==> config.mk <==
export PLATFORM = sky130hd
export DESIGN_NAME = uart_rx
export DESIGN_NICKNAME = d
export VERILOG_FILES = /design/src/rtl/uart_rx.sv
export SDC_FILE = /design/constraint.sdc
export NUM_CORES = 1
export LEC_CHECK = 0
export CAP_MARGIN = 25
export CORE_MARGIN = 1
export CORE_UTILIZATION = 60
export DETAILED_ROUTE_END_ITERATION = 12
export GPL_ROUTABILITY_DRIVEN = 0
export PLACE_DENSITY = 0.82
export SLEW_MARGIN = 10
export SYNTH_ARGS = -nofsm -noshare
export SYNTH_HDL_FRONTEND = slang
export SYNTH_SLANG_ARGS = --single-unit
==> constraint.sdc <==
create_clock -name clk -period 4.17 [get_ports clk]
set_input_delay 0.834 -clock clk [delete_from_list [all_inputs] [get_ports clk]]
set_output_delay 0.834 -clock clk [all_outputs]
set_load 0.01 [all_outputs]
==> src/rtl/uart_rx.sv <==
// 8N1 UART receiver with a fixed baud rate. Samples mid-bit using a divider that restarts
// on each start edge and emits one-cycle valid/error strobes per frame.
module uart_rx #(
    parameter int unsigned clk_freq  = 27000000,
    parameter int unsigned uart_freq = 115200
) (
    input  logic       clk,
    input  logic       rst,
    input  logic       rx_p,
    output logic [7:0] dout,
    output logic       rx_valid,
    output logic       rx_err,
    output logic       rx_busy
);

    localparam int unsigned CLKS_PER_BIT = clk_freq / uart_freq;
    localparam int unsigned HALF_BIT     = CLKS_PER_BIT / 2;
    localparam int unsigned DIV_W        = $clog2(CLKS_PER_BIT) + 1;
    localparam int unsigned BIT_W        = 3;

    localparam logic [DIV_W-1:0] DIV_FULL = DIV_W'(CLKS_PER_BIT - 1);
    localparam logic [DIV_W-1:0] DIV_HALF = DIV_W'(HALF_BIT - 1);
    localparam logic [BIT_W-1:0] BIT_LAST = BIT_W'(7);

    typedef enum logic [1:0] {
        IDLE  = 2'd0,
        START = 2'd1,
        DATA  = 2'd2,
        STOP  = 2'd3
    } state_t;

    state_t             state, state_next;
    logic               rx_m, rx_s, rx_d;
    logic [DIV_W-1:0]   div, div_next;
    logic [BIT_W-1:0]   bitcnt, bitcnt_next;
    logic [7:0]         shift, shift_next;
    logic [7:0]         dout_next;
    logic               valid_next, err_next;
    logic               fall;

    // Two-flop synchronizer plus one delay stage for falling-edge detection.
    always_ff @(posedge clk or posedge rst) begin
        if (rst) begin
            rx_m <= 1'b1;
            rx_s <= 1'b1;
            rx_d <= 1'b1;
        end else begin
            rx_m <= rx_p;
            rx_s <= rx_m;
            rx_d <= rx_s;
        end
    end

    assign fall = rx_d & ~rx_s;

    // State and datapath registers; rx_busy tracks the state being entered.
    always_ff @(posedge clk or posedge rst) begin
        if (rst) begin
            state    <= IDLE;
            div      <= '0;
            bitcnt   <= '0;
            shift    <= '0;
            dout     <= 8'h00;
            rx_valid <= 1'b0;
            rx_err   <= 1'b0;
            rx_busy  <= 1'b0;
        end else begin
            state    <= state_next;
            div      <= div_next;
            bitcnt   <= bitcnt_next;
            shift    <= shift_next;
            dout     <= dout_next;
            rx_valid <= valid_next;
            rx_err   <= err_next;
            rx_busy  <= (state_next != IDLE);
        end
    end

    // Next-state and datapath logic; the divider clears on every transition.
    always_comb begin
        state_next  = state;
        div_next    = div;
        bitcnt_next = bitcnt;
        shift_next  = shift;
        dout_next   = dout;
        valid_next  = 1'b0;
        err_next    = 1'b0;

        unique case (state)
            IDLE: begin
                div_next = '0;
                if (fall) begin
                    state_next = START;
                end
            end

            START: begin
                if (div == DIV_HALF) begin
                    div_next = '0;
                    if (!rx_s) begin
                        state_next  = DATA;
                        bitcnt_next = '0;
                    end else begin
                        state_next = IDLE;
                    end
                end else begin
                    div_next = div + DIV_W'(1);
                end
            end

            DATA: begin
                if (div == DIV_FULL) begin
                    div_next   = '0;
                    shift_next = {rx_s, shift[7:1]};
                    if (bitcnt == BIT_LAST) begin
                        state_next  = STOP;
                        bitcnt_next = '0;
                    end else begin
                        bitcnt_next = bitcnt + BIT_W'(1);
                    end
                end else begin
                    div_next = div + DIV_W'(1);
                end
            end

            STOP: begin
                if (div == DIV_FULL) begin
                    div_next   = '0;
                    state_next = IDLE;
                    if (rx_s) begin
                        dout_next  = shift;
                        valid_next = 1'b1;
                    end else begin
                        err_next = 1'b1;
                    end
                end else begin
                    div_next = div + DIV_W'(1);
                end
            end

            default: begin
                state_next = IDLE;
                div_next   = '0;
            end
        endcase
    end

endmodule
## Yosys cells after proc, flatten, opt, wreduce, memory -nomap -nowiden

Cells that the tools add are included.

| operators by class | value |
|---|---|
| $add $sub $neg | 2 |
| $mul | 0 |
| divide/modulo/power cells | 0 |
| $lt $le $gt $ge | 0 |
| eq/ne operators | 9 |
| shift-type cells | 0 |
| multiplexer cells | 21 |
| bitwise gates (word level) | 2 |
| reductions and logical operators | 7 |

Operator list:

| operator | count |
|---|---|
| $pmux 9 s3 | 1 |
| $mux 9 | 2 |
| $mux 2 | 6 |
| $mux 3 | 4 |
| $add 9x1->9 const B | 1 |
| $eq 9x7->1 const B | 1 |
| $eq 9x8->1 const B | 1 |
| $pmux 2 s4 | 1 |
| $mux 1 | 6 |
| $ne 2x2->1 const B | 3 |
| $pmux 3 s2 | 1 |
| $eq 2x2->1 const B | 2 |
| $reduce_and 4->1 | 1 |
| $reduce_bool 2->1 | 2 |
| $add 3x1->3 const B | 1 |
| $eq 3x3->1 const B | 1 |
| $reduce_and 3->1 | 1 |
| $eq 2x1->1 const B | 1 |
| $logic_not 2->1 | 1 |
| $reduce_and 2->1 | 1 |
| $reduce_or 2->1 | 1 |
| $and 1x1->1 | 1 |
| $not 1->1 | 1 |

| word-level totals | value |
|---|---|
| register bits | 36 |
| latch bits | 0 |
| memory bits (writable) | 0 |
| memory bits (read-only) | 0 |
| input bits | 3 |
| output and inout port bits | 11 |
| memories | 0 |

## Longest topological paths before layout

| depth | value |
|---|---|
| word-level depth | 5 |
| depth in mapped cells | 6 |

## Worst setup path before layout

OpenSTA, ideal clock, no wires.

| timing | value |
|---|---|
| path type | register to register |
| start | register div[0] |
| end | register bitcnt[0] |
| setup time | 0.125 ns |
| arrival time | 1.576 ns |
| path slack | 2.469 ns |
| stages on the path, launching flop included | 7 |
| path buffers | 0 |
| cell sequence | dfrtp_1 -> inv_1 -> ha_1 -> nor4b_4 -> nand2_2 -> o41ai_4 -> mux2_4 |

| on the way | value |
|---|---|
| word-level cells in the longest chain between the ends | 3 |

Ends and longest elaborated chain:

| element | line | source |
|---|---|---|
| start, declared | 34 | `logic [DIV_W-1:0] div, div_next;` |
| start signal, assigned | 69 | `div <= div_next;` |
| $eq 9x8->1 or $eq 9x7->1 (tied branches) | 112, 98 |  |
| $ne 2x2->1 (no line) | n/a |  |
| $reduce_and 4->1 (no line) (*) | n/a |  |
| end signal, assigned | 70 | `bitcnt <= bitcnt_next;` |
| end, declared | 35 | `logic [BIT_W-1:0] bitcnt, bitcnt_next;` |

Every way passes the cells marked *; elsewhere a longest branch is shown, timed or not.
A chain may end at the register's enable or synchronous reset.

## Worst setup path after layout

| timing | value |
|---|---|
| start | register dout[5] |
| end | output dout[5] |

RTL lines:

| element | line | source |
|---|---|---|
| start, declared | 10 | `output logic [7:0] dout,` |
| start signal, assigned | 72 | `dout <= dout_next;` |

No word-level cell between the ends.

==> results by group <==
Run status
  – Status: finished clean

Timing
  – Worst Clk Skew: between 10 and 15 ps
  – RSZ-0062 raised after global routing: false
  – Minimum clock period: 2078 ps
  – Final setup viols: 0
  – Least-Margin Pin Slew: 753.1 ps
  – Hold slack: 363.7 ps
  – F_max: between 0.4 and 0.5 GHz
  – Setup TNS: 0 ps
  – Max_slew headroom: approximately half
  – Period utilisation layout: 49.83%
  – Final hold violation count: 0
  – Max Slew Vio Count: 0

Placement
  – Number of I/O port buffers: 13
  – Detailed Place HPWL: roughly 2000 um
  – Placed insts: 168

Synthesis
  – Mapped Cells: between 100 and 150
  – Syn Area/Cell: 12.94 um2
  – Mapped Area: roughly 1700 um2
  – Post-synthesis register bit count: 36
  – Yosys top cell area share: between 40% and 50%
  – Synth top area cells: dfrtp_1 (50%), mux2_2 (10%), dfstp_2 (4.8%), ha_1 (3.8%), xor2_1 (3.2%)
  – Post-synth net total: 136
  – Sequential share of the synthesized area: 54.61%
  – Distinct cells, synth: 35
  – Leading area contributor after synthesis: dfrtp_1
  – Synthesis warning total: 0

Setup path
  – CP endpoint kind: primary output
  – Req. time, crit path: 3340 ps
  – CP Buf/Inv Count: 1
  – Crit path kind: reg -> out
  – Critical-path cell list: clkdlybuf4s50_1
  – Critical path's top delay family: buffers and inverters
  – Worst path slowest cell: clkdlybuf4s50_1
  – CP Launch Type: flip-flop
  – CP max FO: 2
  – Slowest cell delay on critical path: 540 ps
  – Crit path arrival time: 1240 ps

Finish
  – # diodes: 0
  – Commonest non-fill, non-tap cell in the layout: dfrtp_1
  – Layout cells sized above 1: a little under a quarter
  – Layout Utilization: 74.43%
  – Synthesis-to-layout area growth: 14.35%
  – Layout Nets: 153
  – Commonest cells after routing, fill and taps aside: dfrtp_1 (33), mux2_2 (15), clkdlybuf4s50_1 (13)
  – Fin cells: approximately 180

Pwr
  – Pwr dens: 435.0 nW/um2
  – Static Leak: between 0.9 and 1 nW
  – VDD IR max: 0.0004100 V
  – Overall power: ~0.8 mW

Detailed routing
  – Pre-antenna DRT Iters: 4
  – Post-route ant nets: 0
  – Drt drc: 0
  – Initial DRC count: 10
  – Via density: 5.847
  – Drt total wl: 2786 um
  – Via count: 1029
  – WL/cell: around 16 um

Global routing
  – First-pass GRT wire length: 4533 um
  – Vias in the first global route: 1035
  – Total Routing Usage GR: 22.96%
  – Initial antenna violation count: 0
  – Grt total ovfl: 0
  – Largest net degree at the start of global routing: 21

Die
  – FP Rows: 18
  – Die Y: 54.55 um
  – Core Box Area: 2545 um2
  – Die W: 54.55 um
  – # IOs: 14
  – Die area: 2975 um2
  – Initial Utilization: between 60% and 70%

Clock network
  – Worst-Skew Late Latency: 340 ps
  – CTS Hold Bufs: 0
  – Buffers inserted by post-CTS timing repair: 0
  – Root buf cell: clkbuf_4
  – CTS tree: yes
  – Post-cts resize count: 0
  – Max clock buf depth: 2
  – CTS sink count: 36
  – CTS Buf Count: 5
  – Htree depth: 2
  – Worst-path clk slew: 110 ps

Worst hold path
  – Worst hold path class: reg -> reg

Flow run
  – Max cap viols: 0
-- logic make-up after synthesis --
kind of cell | share of synthesized area, %
flip-flops | 54.61
adder cells (fa/ha/maj) | 3.776
buffers and inverters | 3.550
AND/OR/NAND/NOR | 16.09
multiplexers | 12.99
AO/OA/AOI/OAI | 5.287
XOR/XNOR | 3.701
-- power by group --
part / internal, mW / switching (mW)
combinational: 0.0616 / 0.0656
sequential: 0.377 / 0.0460
clock: 0.159 / 0.115
-- metal layers --
metal / vias to the layer above / GRT usage, % / wire length [um]
met5: - / 0 / 0
met4: 0 / 10.68 / 38
met3: 6 / 7.500 / 118
met2: 31 / 39.63 / 1420
met1: 507 / 25.36 / 1208
li1: 485 / - / -
-- registers in the layout, indices dropped and copies added, names as in the netlist --
register	flops
shift	8
rx_busy	1
dout	8
rx_m	1
rx_valid	1
rx_s	1
state	2
rx_d	1
div	9
bitcnt	3
rx_err	1
-- through the flow --
step,area (um2),worst slack (ps)
5_1_grt,1894,2040
3_5_place_dp,1799,2043
4_1_cts,1894,2080
2_1_floorplan,1657,2469
6_report,1894,2092
3_3_place_gp,1799,2115
-- path summary, 6_finish.rpt --
kind,cells after the start,slack (ps),startpoint,end
max in group asynchronous,3,2480,rst,rx_d
hold / removal,0,360,rx_m,rx_s
min in group asynchronous,2,920,rst,bitcnt[2]
setup / recovery,1,2090,dout[5],dout[5]
setup reg to reg,4,2220,state[1],bitcnt[0]
hold reg to reg,0,360,rx_m,rx_s
-- Yosys cell counts, drive strengths merged --
master / n
mux2: 17
nand3: 4
a211oi: 2
inv: 7
nand4: 6
xnor2: 1
and4: 1
nor2: 11
a31oi: 3
xor2: 6
nor2b: 3
nor4b: 1
a32oi: 1
and2: 1
dfrtp: 33
nand2b: 1
and2b: 1
o31a: 1
mux2i: 2
nor4bb: 1
buf: 4
nor4: 2
o41ai: 1
and3: 3
nand2: 5
ha: 5
a21oi: 1
dfstp: 3
nor3b: 1
-- final cells by class --
| type | instances | area (um2) |
|---|---|---|
| Clock inverter | 1 | 30.03 |
| Tap cell | 30 | 37.54 |
| Fill cell | 172 | 650.6 |
| Timing Repair Buffer | 14 | 137.6 |
| Sequential cell | 36 | 904.6 |
| Inverter | 7 | 26.28 |
| Clock buffer | 7 | 65.06 |
| Multi-Input combinational cell | 81 | 693.2 |
(Power assumes the default switching activity.)
